[src/rtl/am_envelope_detector_if.sv]
// Sample-in / envelope-out bundle for the AM envelope detector.
// The source side (modulator or bench) takes master; the detector takes slave.
interface am_envelope_detector_if #(
  parameter int unsigned DECIM_W = 8
);
  localparam int unsigned ENV_W = 12 + DECIM_W;

  logic                     i_enable;
  logic signed [11:0]       i_am_i;
  logic signed [11:0]       i_am_q;
  logic [DECIM_W-1:0]       i_decim;
  logic [ENV_W-1:0]         o_envelope;
  logic signed [ENV_W:0]    o_ac;
  logic                     o_valid;

  modport master (
    output i_enable, i_am_i, i_am_q, i_decim,
    input  o_envelope, o_ac, o_valid
  );

  modport slave (
    input  i_enable, i_am_i, i_am_q, i_decim,
    output o_envelope, o_ac, o_valid
  );
endinterface

[src/rtl/am_envelope_detector.sv]
// I/Q magnitude estimate, accumulate-and-dump over a programmable window,
// and a one-pole DC tracker that strips the carrier level from each window sum.
module am_envelope_detector #(
  parameter int unsigned DECIM_W  = 8,
  parameter int unsigned DC_SHIFT = 6
) (
  input  logic                    i_clk,
  input  logic                    i_rst,
  am_envelope_detector_if.slave   bus
);
  localparam int unsigned ENV_W  = 12 + DECIM_W;
  localparam int unsigned DCA_W  = ENV_W + DC_SHIFT;

  // |x| on 11 bits; the single unrepresentable value -2048 clips to 2047
  function automatic logic [10:0] abs_sat(input logic [11:0] x);
    logic [11:0] neg;
    neg = ~x + 12'd1;
    if (x == 12'h800)  return 11'h7FF;
    else if (x[11])    return neg[10:0];
    else               return x[10:0];
  endfunction

  logic [10:0]              a_q, b_q;
  logic                     v1_q, v2_q;
  logic [11:0]              mag_q;
  logic [ENV_W-1:0]         acc_q;
  logic [DECIM_W-1:0]       cnt_q, win_len_q;
  logic [DCA_W-1:0]         dc_acc_q;
  logic [ENV_W-1:0]         env_q;
  logic signed [ENV_W:0]    ac_q;
  logic                     valid_q;

  logic [10:0]              mx_c, mn_c;
  logic [11:0]              mag_c;
  logic [DECIM_W-1:0]       eff_len_c;
  logic [ENV_W-1:0]         sum_c;
  logic [ENV_W-1:0]         dc_c;
  logic signed [ENV_W:0]    ac_c;

  // Alpha-max-plus-beta-min: max*(15/16) + min*(15/32), all floors
  always_comb begin
    mx_c  = (a_q >= b_q) ? a_q : b_q;
    mn_c  = (a_q >= b_q) ? b_q : a_q;
    mag_c = 12'(mx_c) - 12'(mx_c >> 4) + 12'(mn_c >> 1) - 12'(mn_c >> 5);
  end

  // Window length comes straight from i_decim on the first sample of a window
  always_comb begin
    eff_len_c = (cnt_q == '0) ? bus.i_decim : win_len_q;
    sum_c     = acc_q + ENV_W'(mag_q);
    dc_c      = ENV_W'(dc_acc_q >> DC_SHIFT);
    ac_c      = $signed({1'b0, sum_c}) - $signed({1'b0, dc_c});
  end

  always_ff @(posedge i_clk) begin
    if (i_rst) begin
      a_q       <= '0;
      b_q       <= '0;
      v1_q      <= 1'b0;
      v2_q      <= 1'b0;
      mag_q     <= '0;
      acc_q     <= '0;
      cnt_q     <= '0;
      win_len_q <= '0;
      dc_acc_q  <= '0;
      env_q     <= '0;
      ac_q      <= '0;
      valid_q   <= 1'b0;
    end else begin
      a_q     <= abs_sat(bus.i_am_i);
      b_q     <= abs_sat(bus.i_am_q);
      v1_q    <= bus.i_enable;
      mag_q   <= mag_c;
      v2_q    <= v1_q;
      valid_q <= 1'b0;
      if (v2_q) begin
        if (cnt_q == '0) win_len_q <= bus.i_decim;
        if (cnt_q < eff_len_c) begin
          acc_q <= sum_c;
          cnt_q <= cnt_q + DECIM_W'(1);
        end else begin
          // Dump: publish the window sum and advance the DC tracker
          env_q    <= sum_c;
          ac_q     <= ac_c;
          valid_q  <= 1'b1;
          dc_acc_q <= dc_acc_q + DCA_W'(sum_c) - DCA_W'(dc_c);
          acc_q    <= '0;
          cnt_q    <= '0;
        end
      end
    end
  end

  assign bus.o_envelope = env_q;
  assign bus.o_ac       = ac_q;
  assign bus.o_valid    = valid_q;
endmodule

[src/flat_wrapper.sv]
// flat-port wrapper written by rule: the top's interface ports become plain ports
module am_envelope_detector_flat 
#(
  parameter int unsigned DECIM_W  = 8,
  parameter int unsigned DC_SHIFT = 6
)
  (i_clk, i_rst, bus_i_enable, bus_i_am_i, bus_i_am_q, bus_i_decim, bus_o_envelope, bus_o_ac, bus_o_valid);
  am_envelope_detector_if #(.DECIM_W(DECIM_W)) bus_i ();
  input  logic i_clk;
  input  logic i_rst;
  input wire logic [$bits(bus_i.i_enable)-1:0] bus_i_enable;
  input wire logic [$bits(bus_i.i_am_i)-1:0] bus_i_am_i;
  input wire logic [$bits(bus_i.i_am_q)-1:0] bus_i_am_q;
  input wire logic [$bits(bus_i.i_decim)-1:0] bus_i_decim;
  output wire logic [$bits(bus_i.o_envelope)-1:0] bus_o_envelope;
  output wire logic [$bits(bus_i.o_ac)-1:0] bus_o_ac;
  output wire logic [$bits(bus_i.o_valid)-1:0] bus_o_valid;
  assign bus_i.i_enable = bus_i_enable;
  assign bus_i.i_am_i = bus_i_am_i;
  assign bus_i.i_am_q = bus_i_am_q;
  assign bus_i.i_decim = bus_i_decim;
  assign bus_o_envelope = bus_i.o_envelope;
  assign bus_o_ac = bus_i.o_ac;
  assign bus_o_valid = bus_i.o_valid;
  am_envelope_detector #(.DECIM_W(DECIM_W), .DC_SHIFT(DC_SHIFT)) u_core (.i_clk(i_clk), .i_rst(i_rst), .bus(bus_i));
endmodule
[config.mk]
export PLATFORM = sky130hd
export DESIGN_NAME = am_envelope_detector_flat
export DESIGN_NICKNAME = d
export VERILOG_FILES = /design/src/rtl/am_envelope_detector_if.sv /design/src/rtl/am_envelope_detector.sv /design/src/flat_wrapper.sv
export SDC_FILE = /design/constraint.sdc
export NUM_CORES = 1
export LEC_CHECK = 0
export BUFFER_PORTS_ARGS = -buffer_cell sky130_fd_sc_hd__buf_2
export CAP_MARGIN = 10
export CELL_PAD_IN_SITES_DETAIL_PLACEMENT = 1
export CELL_PAD_IN_SITES_GLOBAL_PLACEMENT = 1
export CORE_MARGIN = 3
export CORE_UTILIZATION = 50
export CTS_CLUSTER_SIZE = 30
export DETAILED_ROUTE_END_ITERATION = 7
export GPL_TIMING_DRIVEN = 0
export PLACE_DENSITY = 0.95
export SYNTH_ARGS = -nofsm -noshare
export SYNTH_HDL_FRONTEND = slang
export SYNTH_SLANG_ARGS = --single-unit
export TNS_END_PERCENT = 100
[constraint.sdc]
create_clock -name i_clk -period 15.9 [get_ports i_clk]
set_input_delay 0 -clock i_clk [delete_from_list [all_inputs] [get_ports i_clk]]
set_output_delay 0 -clock i_clk [all_outputs]
set_load 0.05 [all_outputs]
-- Word-level counts from Yosys, hierarchy flattened
Index checks and enable logic that the tools add are counted.
- input port bits: 35
- output and inout port bits: 42
- register bits after elaboration: 140
- logic and storage cells: 43
- add/subtract/negate cells: 10
- bitwise logic cells: 4
- reduce and logical (&&, ||, !) cells: 3
- eq/ne operators: 2
- order comparisons: 2
- mux-type cells: 10
- operators with widths (cell ; count):
    11-bit two-way mux ; 6
    26-bit by 20-bit adder with 26-bit output ; 1
    26-bit by 20-bit subtractor with 26-bit output ; 1
    12-bit == test, second input constant ; 2
    11-bit by 1-bit adder with 11-bit output, second input constant ; 2
    11-bit NOT ; 2
    20-bit by 20-bit subtractor with 21-bit output ; 1
    20-bit by 12-bit adder with 20-bit output ; 1
    20-bit two-way mux ; 1
    8-bit two-way mux ; 2
    12-bit by 10-bit adder with 12-bit output ; 1
    11-bit by 7-bit subtractor with 12-bit output ; 1
    12-bit by 6-bit subtractor with 12-bit output ; 1
    11-bit greater-or-equal comparator ; 1
    8-bit by 1-bit adder with 8-bit output, second input constant ; 1
    8-bit logical NOT ; 1
    8-bit less-than comparator ; 1
    1-bit NOT ; 2
    2-bit AND reduction ; 1
    2-bit OR reduction ; 1
    1-bit two-way mux ; 1

-- Logic depth before layout (Yosys ltp)
Gate-level depths: netlist (run 1).
- depth in word-level cells: 5
- depth in mapped cells: 21
- mapped depth without buffers: 20

-- Worst setup path before layout (run 1)
OpenSTA, ideal clock, no wires.
- path type: register to register
- start: reg u_core.b_q[8]
- end: reg u_core.mag_q[10]
- data required time: 15.772 ns
- library setup time: 0.128 ns
- arrival time: 5.096 ns
- slack: 10.677 ns
- clock period less this slack: 5.223 ns
- stages on the path, launching flop included: 22
- cell sequence: dfxtp_1 -> inv_1 -> ha_1 -> or3_1 -> nor3_1 -> o211ai_1 -> a31oi_1 -> buf_2 -> mux2i_1 -> inv_1 -> fa_1 -> fa_1 -> inv_1 -> ha_1 -> fa_1 -> a21o_1 -> a21oi_1 -> o21bai_1 -> a2111o_1 -> a41oi_1 -> xor2_1 -> nor2_1
- cells in the longest elaborated chain, start to end: 5
- ends and longest elaborated chain (what ; line ; source):
    from (decl) ; am_envelope_detector.sv:23 ; logic [10:0] a_q, b_q;
    from (signal assigned) ; am_envelope_detector.sv:71 ; b_q <= abs_sat(bus.i_am_q);
    11-bit greater-or-equal comparator ; am_envelope_detector.sv:42, am_envelope_detector.sv:43 ;
    11-bit two-way mux ; am_envelope_detector.sv:42 ; mx_c = (a_q >= b_q) ? a_q : b_q;
    11-bit by 7-bit subtractor with 12-bit output ; am_envelope_detector.sv:44 ; mag_c = 12'(mx_c) - 12'(mx_c >> 4) + 12'(mn_c >> 1) - 12'(mn_c >> 5);
    12-bit by 10-bit adder with 12-bit output ; am_envelope_detector.sv:44 ;
    12-bit by 6-bit subtractor with 12-bit output (*) ; am_envelope_detector.sv:44 ;
    to (signal assigned) ; am_envelope_detector.sv:73 ; mag_q <= mag_c;
    to (decl) ; am_envelope_detector.sv:25 ; logic [11:0] mag_q;
Every way passes the cells marked *; elsewhere a longest branch is shown, timed or not.
A chain may end at the register's enable or synchronous reset.

-- Worst setup path after layout (run 1)
Ends and elaborated chain as after synthesis.

==> metrics.md, run 1 <==
| Metric | Value |
|---|---|
| Status | `complete, no violations` |
| H-tree depth | `4` |
| Peak supply drop | `0.0000994 V` |
| Routed WL | `45000 µm` |
| Data arrival time of the worst path | `6980 ps` |
| Number of remaining DRC errors | `0` |
| Dpl hpwl | `26400 µm` |
| Top-area cell type share of the netlist area | `0.278` |
| Worst slew pin tran | `1270 ps` |
| GP Congestion | `0.924` |
| Clk_skew | `17.7 ps` |
| Slew Limit Fails | `0` |
| Syn Inst Count | `1226` |
| Crit path max fanout | `10` |
| Yosys top cell by area | `dfxtp_1` |
| Leak Pwr | `0.00516 µW` |
| Chip Height | `148 µm` |
| Largest net degree at the start of global routing | `17` |
| Final hold vios | `0` |
| Post-synth EDFFs | `0` |
| Die area | `0.0219 mm²` |
| Total negative slack | `0 ps` |
| Cell Pwr Density | `167 mW/mm²` |
| Via count | `11100` |
| Worst Hold End | `u_core.win_len_q[7]$_SDFFE_PP0P_` |
| Tcrit/Tclk final | `0.418` |
| WHS | `54.4 ps` |
| Post-layout min period | `6640 ps` |
| Required time worst endpoint | `16230 ps` |
| Origin of the critical flop-to-flop path | `u_core.b_q[8]$_SDFF_PP0_` |
| Max frequency | `151 MHz` |
| Initial Util | `0.512` |
| Reg-to-Reg End | `u_core.mag_q[10]$_SDFF_PP0_` |
| Drt first pass iters | `5` |
| WL per Instance | `27.6 µm` |
| Port buffer count | `76` |
| Synthesized area | `0.0101 mm²` |
| Crit path launch type | `flip-flop` |
| CTS sink cnt | `140` |
| Cts bufs inserted | `17` |
| Synth warn | `0` |
| Area delta synth->final | `16.1%` |
| Top cells by area, synth | `dfxtp_1, ha_1, fa_1` |
| Hold Crit Depth | `3` |
| Ratio of cells with drive above 1 in the final layout | `0.101` |
| Util after Layout | `0.595` |
| Fillers | `2422` |
| Post-synthesis sequential area ratio | `0.278` |
| Setup violators final | `0` |
| Hold Path Class | `in -> reg` |
| Initial antenna violation count | `0` |
| Hold Buf Count CTS | `29` |
| Global-route wire length before repair | `68900 µm` |
| CP endpoint kind | `flip-flop` |
| DR vias/cell | `6.83` |
| # rows | `51` |
| CTS tree | `yes` |
| Root buffer cell | `clkbuf_16` |
| Min-delay src | `bus_i_decim[7]` |
| Post-CTS Setup Repair Bufs | `0` |
| FF-to-FF path depth | `21` |
| Latest clock arrival within the worst-skew pair | `470 ps` |
| Syn Nets | `1394` |
| Initial DRC Count | `1226` |
| Ys async rst share | `0` |
| Final Net Count | `1518` |
| I/O Pins | `77` |
| Max Cap Viol | `0` |
| Synth cell types | `69` |
| Clock transition at path regs | `60 ps` |
| Cts repair resizes | `0` |
| Remaining Overflow, GRT | `0` |
| Number of global-route vias before repair | `12100` |
| Worst slew margin relative to its limit | `0.151` |
| Yosys reg bits | `140` |
| Syn Area/Cell | `8.22 µm²` |
| RSZ-0062 raised after global routing | `false` |
| Core ar. | `0.0197 mm²` |
| Gr usage total | `0.407` |
| Maximum clock path buffer count | `2` |
| FF-to-FF setup slack | `9260 ps` |
| Die Span X | `148 µm` |
| Top FF cell, synth | `dfxtp_1` |
| Critical path class | `reg -> reg` |
| Post-DRT Antenna Nets | `0` |
## critical path: stages, from the launching register on
cell	delay, ps
dfxtp_1	340
inv_1	80
ha_1	240
or3_1	420
nor3_1	240
o211ai_1	140
a31oi_1	540
buf_2	400
mux2i_1	620
inv_1	160
fa_1	580
fa_1	530
inv_1	50
ha_1	220
fa_1	430
a21o_1	190
a21oi_1	270
o21bai_1	130
a2111o_1	460
a41oi_1	250
xor2_1	180
nor2_1	50
## cells in the mapped netlist (all sizes together), types with 6 or more instances
master / n
nand4: 12
nand3: 29
nor2b: 7
dfxtp: 140
a21oi: 129
mux2i: 20
a21o: 24
xnor2: 26
o21a: 17
clkbuf: 28
nand2: 127
o31ai: 10
nor3: 26
a211oi: 27
o21bai: 6
o211ai: 16
nor2: 101
nand2b: 12
a31oi: 8
fa: 36
ha: 97
and3: 18
buf: 22
o21ai: 50
xor2: 40
or3: 18
inv: 103
## cells by family (layout without fill, tap and decap cells)
family / Yosys count / in the layout / share of synthesized area
xor gates and xnor gates: 66 / 66 / 0.0574
buffers and inverters: 154 / 291 / 0.0624
other: 0 / 1 / 0
adders and majority gates: 133 / 133 / 0.192
muxes: 22 / 22 / 0.0221
AOI/OAI and AO/OA: 338 / 338 / 0.215
and+or+nand+nor: 373 / 373 / 0.173
DFF: 140 / 140 / 0.278
## layout make-up
class / count / area (µm²) / area share
Clock buffer: 18 / 429 / 0.0367
Timing Repair Buffer: 105 / 671 / 0.0574
Tap cell: 265 / 332 / 0.0284
Sequential cell: 140 / 2800 / 0.240
Clock inverter: 14 / 185 / 0.0158
Multi-Input combinational cell: 932 / 6640 / 0.568
Buffer: 50 / 238 / 0.0203
Inverter: 104 / 390 / 0.0334
Antenna cell: 1 / 2.50 / 0.000214
## flip-flops by register name (all words and copies together), names as in the netlist
name / flops
u_core.acc_q: 20
u_core.win_len_q: 8
u_core.v1_q: 1
u_core.mag_q: 12
u_core.a_q: 11
u_core.b_q: 11
u_core.dc_acc_q: 26
u_core.v2_q: 1
u_core.cnt_q: 8
u_core.bus.o_envelope: 20
u_core.bus.o_ac: 21
u_core.bus.o_valid: 1
## worst max-delay path by stage
| stage | startpoint | end | slack (ps) | depth (start not counted) |
|---|---|---|---|---|
| after floorplan | u_core.b_q[8]$_SDFF_PP0_ | u_core.mag_q[10]$_SDFF_PP0_ | 10680 | 21 |
| after global placement | u_core.b_q[8]$_SDFF_PP0_ | u_core.mag_q[10]$_SDFF_PP0_ | 10200 | 21 |
| after detailed placement | u_core.b_q[8]$_SDFF_PP0_ | u_core.mag_q[10]$_SDFF_PP0_ | 10000 | 21 |
| after CTS | u_core.b_q[8]$_SDFF_PP0_ | u_core.mag_q[10]$_SDFF_PP0_ | 9860 | 21 |
| after global routing | u_core.b_q[8]$_SDFF_PP0_ | u_core.mag_q[10]$_SDFF_PP0_ | 9000 | 21 |
| final | u_core.b_q[8]$_SDFF_PP0_ | u_core.mag_q[10]$_SDFF_PP0_ | 9260 | 21 |
## report_power, final
group / total, µW / internal [µW] / switching [µW]
clock network: 441 / 251 / 190
logic: 1120 / 408 / 708
registers: 390 / 374 / 15.5
total: 1950 / 1030 / 914
## per-stage QoR
step	instances	setup slack, ps	total power (µW)	instance area [µm²]
6_report	1629	9260	1950	11700
3_5_place_dp	1567	10000	1370	10800
3_3_place_gp	1567	10200	1310	10800
4_1_cts	1628	9860	1840	11700
2_1_floorplan	1226	10680	1120	10100
5_1_grt	1628	9000	2020	11700
## routing by layer
metal  vias to the layer above  track usage  part of all wire
li1                       4579            -                 -
met1                      5372        0.433              0.34
met2                       807        0.686              0.47
met3                       375        0.113             0.092
met4                         0        0.311             0.090
met5                         -            0                 0
## layout by cell type (no fill, tap or decap), drive strengths merged, types with 5 or more instances in the layout
cell and count:
a211oi 27, a21o 24, a21oi 129, a311oi 5, a31oi 8, and3 18, buf 98, clkbuf 46
dfxtp 140, dlygate4sd3 29, fa 36, ha 97, inv 109, mux2i 20, nand2 127, nand2b 12
nand3 29, nand4 12, nor2 101, nor2b 7, nor3 26, nor4 5, o211ai 16, o21a 17
o21ai 50, o21bai 6, o31ai 10, or3 18, or4 5, xnor2 26, xor2 40
Note: power is estimated with default switching activity, not from simulation.
==> run 2, diff against run 1 <==
--- a/config.mk
+++ b/config.mk
@@ -10,11 +10,11 @@
 export CELL_PAD_IN_SITES_DETAIL_PLACEMENT = 1
 export CELL_PAD_IN_SITES_GLOBAL_PLACEMENT = 1
 export CORE_MARGIN = 3
-export CORE_UTILIZATION = 50
+export CORE_UTILIZATION = 42
 export CTS_CLUSTER_SIZE = 30
 export DETAILED_ROUTE_END_ITERATION = 7
 export GPL_TIMING_DRIVEN = 0
-export PLACE_DENSITY = 0.95
+export PLACE_DENSITY = 0.86
 export SYNTH_ARGS = -nofsm -noshare
 export SYNTH_HDL_FRONTEND = slang
 export SYNTH_SLANG_ARGS = --single-unit
==> constraint.sdc (replaced) <==
create_clock -name i_clk -period 5.4 [get_ports i_clk]
set_input_delay 0 -clock i_clk [delete_from_list [all_inputs] [get_ports i_clk]]
set_output_delay 0 -clock i_clk [all_outputs]
set_load 0.05 [all_outputs]
==> run 2 against run 1 <==
The run now ends with negative hold slack left. Sequential share of layout area shrank 0.50 points. Cell count grew 3.6%. Die area grew 18%. Cell area grew 2.2%. Setup slack lost 9100 ps. Hold slack lost 59 ps. Utilization shrank 8.7 points. Critical path type unchanged. Largest cell class unchanged.
==> metrics.md, run 2 (synthesized netlist as in run 1, its figures left out) <==
| Metric | Value |
|---|---|
| I/O Pins | `77` |
| Hold Path Class | `in -> reg` |
| Cell Pwr Density | `458 mW/mm²` |
| Port buffer count | `76` |
| Slew Limit Fails | `0` |
| Clk pwr share | `0.224` |
| Die area | `0.0259 mm²` |
| Tcrit/Tclk final | `0.975` |
| Status | `finished, violations left` |
| Initial DRC Count | `603` |
| Maximum clock path buffer count | `2` |
| Crit path launch type | `flip-flop` |
| Logic gate share of total power | `0.566` |
| # rows | `56` |
| Cell Int Power | `3040 µW` |
| Final Net Count | `1524` |
| Max frequency | `190 MHz` |
| Most frequent cells in the layout | `dfxtp_1, nand2_1, a21oi_1` |
| Most common cell after layout, fill and taps aside | `dfxtp_1` |
| FF/Latch Area | `0.00281 mm²` |
| Cts bufs inserted | `17` |
| Latest clock arrival within the worst-skew pair | `440 ps` |
| Setup violators final | `0` |
| Post-Place Setup Slack | `-581 ps` |
| Switching Share | `0.444` |
| Crit path max fanout | `4` |
| WHS | `-5.04 ps` |
| Fillers | `2838` |
| Post-DRT Antenna Nets | `0` |
| Fin area | `0.0120 mm²` |
| CTS sink cnt | `140` |
| Area delta synth->final | `18.6%` |
| Remaining Overflow, GRT | `0` |
| Initial antenna violation count | `0` |
| Data arrival time of the worst path | `5570 ps` |
| Number of remaining DRC errors | `0` |
| Peak supply drop | `0.000221 V` |
| Number of flip-flops under the largest register name | `26` |
| Core ar. | `0.0235 mm²` |
| Number of global-route vias before repair | `10500` |
| Largest net degree at the start of global routing | `17` |
| CTS tree | `yes` |
| Post-layout min period | `5260 ps` |
| Non-Filler Instances | `1688` |
| Initial Util | `0.428` |
| Diodes inserted | `0` |
| H-tree depth | `4` |
| Top reg by flops | `u_core.dc_acc_q` |
| Leak Pwr | `0.00522 µW` |
| Ratio of cells with drive above 1 in the final layout | `0.124` |
| Seq pwr share | `0.209` |
| Placed Instances | `1621` |
| CP endpoint kind | `flip-flop` |
| Root buffer cell | `clkbuf_16` |
| Dpl hpwl | `25200 µm` |
| Failing checks | `negative hold slack` |
| Final hold vios | `1` |
| WL per Instance | `20.7 µm` |
| Max Cap Viol | `0` |
| Via count | `9844` |
| Final Power | `5470 µW` |
| Post-route setup slack | `136 ps` |
| Gr usage total | `0.266` |
| Chip Height | `161 µm` |
| NetSw | `2430 µW` |
| Clock transition at path regs | `70 ps` |
| Critical path class | `reg -> reg` |
| GP Congestion | `0.919` |
| Worst slew margin relative to its limit | `0.180` |
| Post-Place Cell Area | `0.0109 mm²` |
| FF-to-FF setup slack | `140 ps` |
| Clk_skew | `8.36 ps` |
| Multi-input logic area | `0.00677 mm²` |
| Die Span X | `161 µm` |
| Worst slew pin tran | `1220 ps` |
| Drt first pass iters | `5` |
| Global-route wire length before repair | `54900 µm` |
| DR vias/cell | `5.83` |
| Required time worst endpoint | `5710 ps` |
| Routed WL | `35000 µm` |
run 2: changes by cell type in the layout (fill, tap and decap cells not counted), moves of 2 or more:
cell      change
a21oi_1       -6
a21oi_2       +6
buf_6         +6
buf_4         +5
o21ai_0       -4
clkbuf_1      -3
o21ai_1       +3
dfxtp_1       -2
dfxtp_2       +2
run 2: final cells by class:
cell class              count  share of cell area
plain buffers              50              0.0223
clock buffers              19              0.0371
clock inverters            13              0.0130
inverters                 104              0.0327
multi-input cells         932               0.567
flip-flops and latches    140               0.235
well taps                 319              0.0334
repair buffers            111              0.0603
run 2: final timing paths:
path / from / endpoint / cells after the start
worst max-delay path: u_core.b_q[8]$_SDFF_PP0_ / u_core.mag_q[10]$_SDFF_PP0_ / 21
worst min-delay path: bus_i_decim[2] / u_core.win_len_q[2]$_SDFFE_PP0P_ / 3
worst max register to register: u_core.b_q[8]$_SDFF_PP0_ / u_core.mag_q[10]$_SDFF_PP0_ / 21
worst min register to register: u_core.bus.o_ac[13]$_SDFFE_PP0P_ / u_core.bus.o_ac[13]$_SDFFE_PP0P_ / 2
run 2: what timing repair did:
action | CTS | global route
buffers inserted | 3 | 4
resized for setup | 17 | 30
pin swaps | 3 | 8
hold endpoints to repair | 28 | 0
hold buffers | 28 | 0
endpoints found under the setup margin | 6 | 14
run 2: critical path, stage by stage, from the launching register on:
cell	delay (ps)
dfxtp_2	360
inv_1	80
ha_1	220
or3_4	410
nor3_2	140
o211ai_1	180
a31oi_4	290
buf_6	170
mux2i_4	240
inv_1	80
fa_1	480
fa_1	530
inv_1	50
ha_1	210
fa_2	360
a21o_1	180
a21oi_2	190
o21bai_2	100
a2111o_1	480
a41oi_2	170
xor2_1	160
nor2_1	50
run 2: metal layers:
metal  share of wire  wire length [µm]  track usage
met1            0.40             13900        0.304
met2            0.50             17600        0.474
met3           0.055              1920       0.0583
met4           0.046              1610        0.122
met5               0                 0            0
run 2: power by group through the flow:
stage	sequential, µW	combinational [µW]	clock, µW
2_1_floorplan	1150	2160	0
3_5_place_dp	1160	2830	0
6_report	1140	3100	1230
3_3_place_gp	1160	2720	0
5_1_grt	1150	3380	1290
4_1_cts	1140	2960	1230
run 2: per-stage QoR:
step                 util  TNS [ps]  hold slack [ps]
floorplan               -         0              128
global placement    0.461      -675              214
detailed placement  0.461     -1350              223
CTS                 0.503         0             4.06
global route        0.508     -35.6             22.5
finish              0.508         0            -5.04
==> run 3, diff against run 2 <==
--- a/config.mk
+++ b/config.mk
@@ -11,6 +11,7 @@
 export CELL_PAD_IN_SITES_GLOBAL_PLACEMENT = 1
 export CORE_MARGIN = 3
 export CORE_UTILIZATION = 42
+export CTS_CLUSTER_DIAMETER = 80
 export CTS_CLUSTER_SIZE = 30
 export DETAILED_ROUTE_END_ITERATION = 7
 export GPL_TIMING_DRIVEN = 0
==> constraint.sdc (replaced) <==
create_clock -name i_clk -period 5.4 [get_ports i_clk]
set_input_delay 0.54 -clock i_clk [delete_from_list [all_inputs] [get_ports i_clk]]
set_output_delay 0.54 -clock i_clk [all_outputs]
set_load 0.05 [all_outputs]
==> run 3 against run 2 <==
The flow now finishes without violations. Critical endpoint unchanged. Wire length shrank 2.0%. Die area unchanged. Largest power group unchanged. Sequential cell count unchanged.
==> metrics.md, run 3 (synthesized netlist as in run 1, its figures left out) <==
| Metric | Value |
|---|---|
| Port buffer count | `76` |
| Initial Util | `0.428` |
| Core ar. | `0.0235 mm²` |
| FF/Latch Area | `0.00281 mm²` |
| Slew Limit Fails | `0` |
| CTS tree | `yes` |
| Dpl hpwl | `25200 µm` |
| Chip Height | `161 µm` |
| Die Span X | `161 µm` |
| Util after Layout | `0.497` |
| Drt first pass iters | `5` |
| Final Net Count | `1498` |
| Crit path max fanout | `4` |
| Cts bufs inserted | `17` |
| Global-route wire length before repair | `53700 µm` |
| Status | `complete, no violations` |
| Number of flip-flops under the largest register name | `26` |
| Max frequency | `188 MHz` |
| Final Power | `5470 µW` |
| Clk_skew | `10.1 ps` |
| Hold Path Class | `in -> reg` |
| Crit path launch type | `flip-flop` |
| Cell repeated most along the worst path | `inv_1` |
| Maximum clock path buffer count | `2` |
| Leak Pwr | `0.00512 µW` |
| Most frequent cells in the layout | `dfxtp_1, nand2_1, a21oi_1` |
| Via count | `9682` |
| Initial DRC Count | `597` |
| Hold Crit Depth | `2` |
| Root buffer cell | `clkbuf_16` |
| Number of global-route vias before repair | `10300` |
| Worst path max stage delay | `540 ps` |
| Post-DRT Antenna Nets | `0` |
| Max Cap Viol | `0` |
| Worst slew margin relative to its limit | `0.159` |
| Buf/Inv on CP | `4` |
| Cell family with most CP delay | `adder cells` |
| Data arrival time of the worst path | `5620 ps` |
| WL per Instance | `20.6 µm` |
| Die area | `0.0259 mm²` |
| Worst path depth | `21` |
| CTS sink cnt | `140` |
| Peak supply drop | `0.000222 V` |
| FF-to-FF path depth | `21` |
| Final hold vios | `0` |
| Gr usage total | `0.260` |
| Required time worst endpoint | `5710 ps` |
| DR vias/cell | `5.83` |
| Area delta synth->final | `16.2%` |
| Setup violators final | `0` |
| H-tree depth | `4` |
| Number of remaining DRC errors | `0` |
| Cell Pwr Density | `468 mW/mm²` |
| Critical path class | `reg -> reg` |
| Remaining Overflow, GRT | `0` |
| # rows | `56` |
| CP max stage cell | `fa_1` |
| Post-Place Cell Area | `0.0109 mm²` |
| Fin area | `0.0117 mm²` |
| Post-layout min period | `5310 ps` |
| Routed WL | `34300 µm` |
| Multi-input logic area | `0.00678 mm²` |
| Most common cell after layout, fill and taps aside | `dfxtp_1` |
| CP Cell Sequence | `inv_1 > ha_1 > or3_4 > nor3_4 > o211ai_1 > a31oi_4 > buf_6 > mux2i_4 > inv_1 > fa_1 > fa_1 > inv_1 > ha_1 > fa_2 > a21o_1 > a21oi_2 > o21bai_2 > a2111o_1 > a41oi_2 > xor2_1 > nor2_1` |
| Largest net degree at the start of global routing | `17` |
| CP endpoint kind | `flip-flop` |
| Tcrit/Tclk final | `0.983` |
| Fillers | `2856` |
| WHS | `310 ps` |
| Total negative slack | `0 ps` |
| I/O Pins | `77` |
| Worst slew pin tran | `1250 ps` |
| Latest clock arrival within the worst-skew pair | `440 ps` |
| Diodes inserted | `0` |
| Clock transition at path regs | `70 ps` |
| Ratio of cells with drive above 1 in the final layout | `0.130` |
| Initial antenna violation count | `0` |
| GP Congestion | `0.919` |
| Top reg by flops | `u_core.dc_acc_q` |
==> run 3: cell types whose count changed in the layout (fill, tap and decap cells not counted) <==
cell / delta
mux2i_2: +1
o21ai_1: -1
buf_4: +2
nor3_4: +1
mux2i_1: -1
buf_6: -1
buf_8: +1
dlygate4sd3_1: -28
o21ai_2: +1
nor3_2: -1
==> run 3: final cells by class <==
| class | count | area share |
|---|---|---|
| plain buffers | 50 | 0.0231 |
| clock buffers | 19 | 0.0378 |
| clock inverters | 13 | 0.0133 |
| inverters | 104 | 0.0334 |
| multi-input cells | 932 | 0.580 |
| flip-flops and latches | 140 | 0.240 |
| well taps | 319 | 0.0341 |
| repair buffers | 85 | 0.0389 |
==> run 3: what timing repair did <==
action / CTS / global route
setup buffers: 3 / 6
hold buffers: 0 / 0
pin swaps: 3 / 9
gates resized for setup: 17 / 34
endpoints found under the setup margin: 6 / 14
==> run 3: worst reg2reg max path: cells and delay by family (launching register included) <==
kind | cells | cell delay [ps]
AO/OA/AOI/OAI | 7 | 1590
XOR/XNOR | 1 | 160
buffers and inverters | 4 | 380
adder cells (fa/ha/maj) | 5 | 1810
flip-flops | 1 | 350
multiplexers | 1 | 230
AND/OR/NAND/NOR | 3 | 670
==> run 3: metal layers <==
metal	global-route usage	up-vias	share of wire
met4	0.124	0	0.048
met3	0.0575	116	0.055
li1	-	4533	-
met5	0	-	0
met1	0.302	4734	0.40
met2	0.454	299	0.50
==> run 3: path summary, 6_finish.rpt <==
path / startpoint / end / slack [ps]
worst max-delay path: u_core.b_q[8]$_SDFF_PP0_ / u_core.mag_q[10]$_SDFF_PP0_ / 90
worst min-delay path: bus_i_enable / u_core.v1_q$_SDFF_PP0_ / 310
worst max register to register: u_core.b_q[8]$_SDFF_PP0_ / u_core.mag_q[10]$_SDFF_PP0_ / 90
worst min register to register: u_core.bus.o_ac[4]$_SDFFE_PP0P_ / u_core.bus.o_ac[4]$_SDFFE_PP0P_ / 450
==> run 3: metrics by stage <==
| stage | cells | setup WS [ps] |
|---|---|---|
| 2_1_floorplan | 1226 | 177 |
| 3_3_place_gp | 1621 | -414 |
| 3_5_place_dp | 1621 | -581 |
| 4_1_cts | 1656 | 4.56 |
| 5_1_grt | 1662 | -78.2 |
| 6_report | 1662 | 90.1 |
==> run 3: power by group <==
group	switching, µW	internal (µW)
Sequential	42.6	1100
Clock	523	705
Combinational	1870	1230
Total	2440	3040
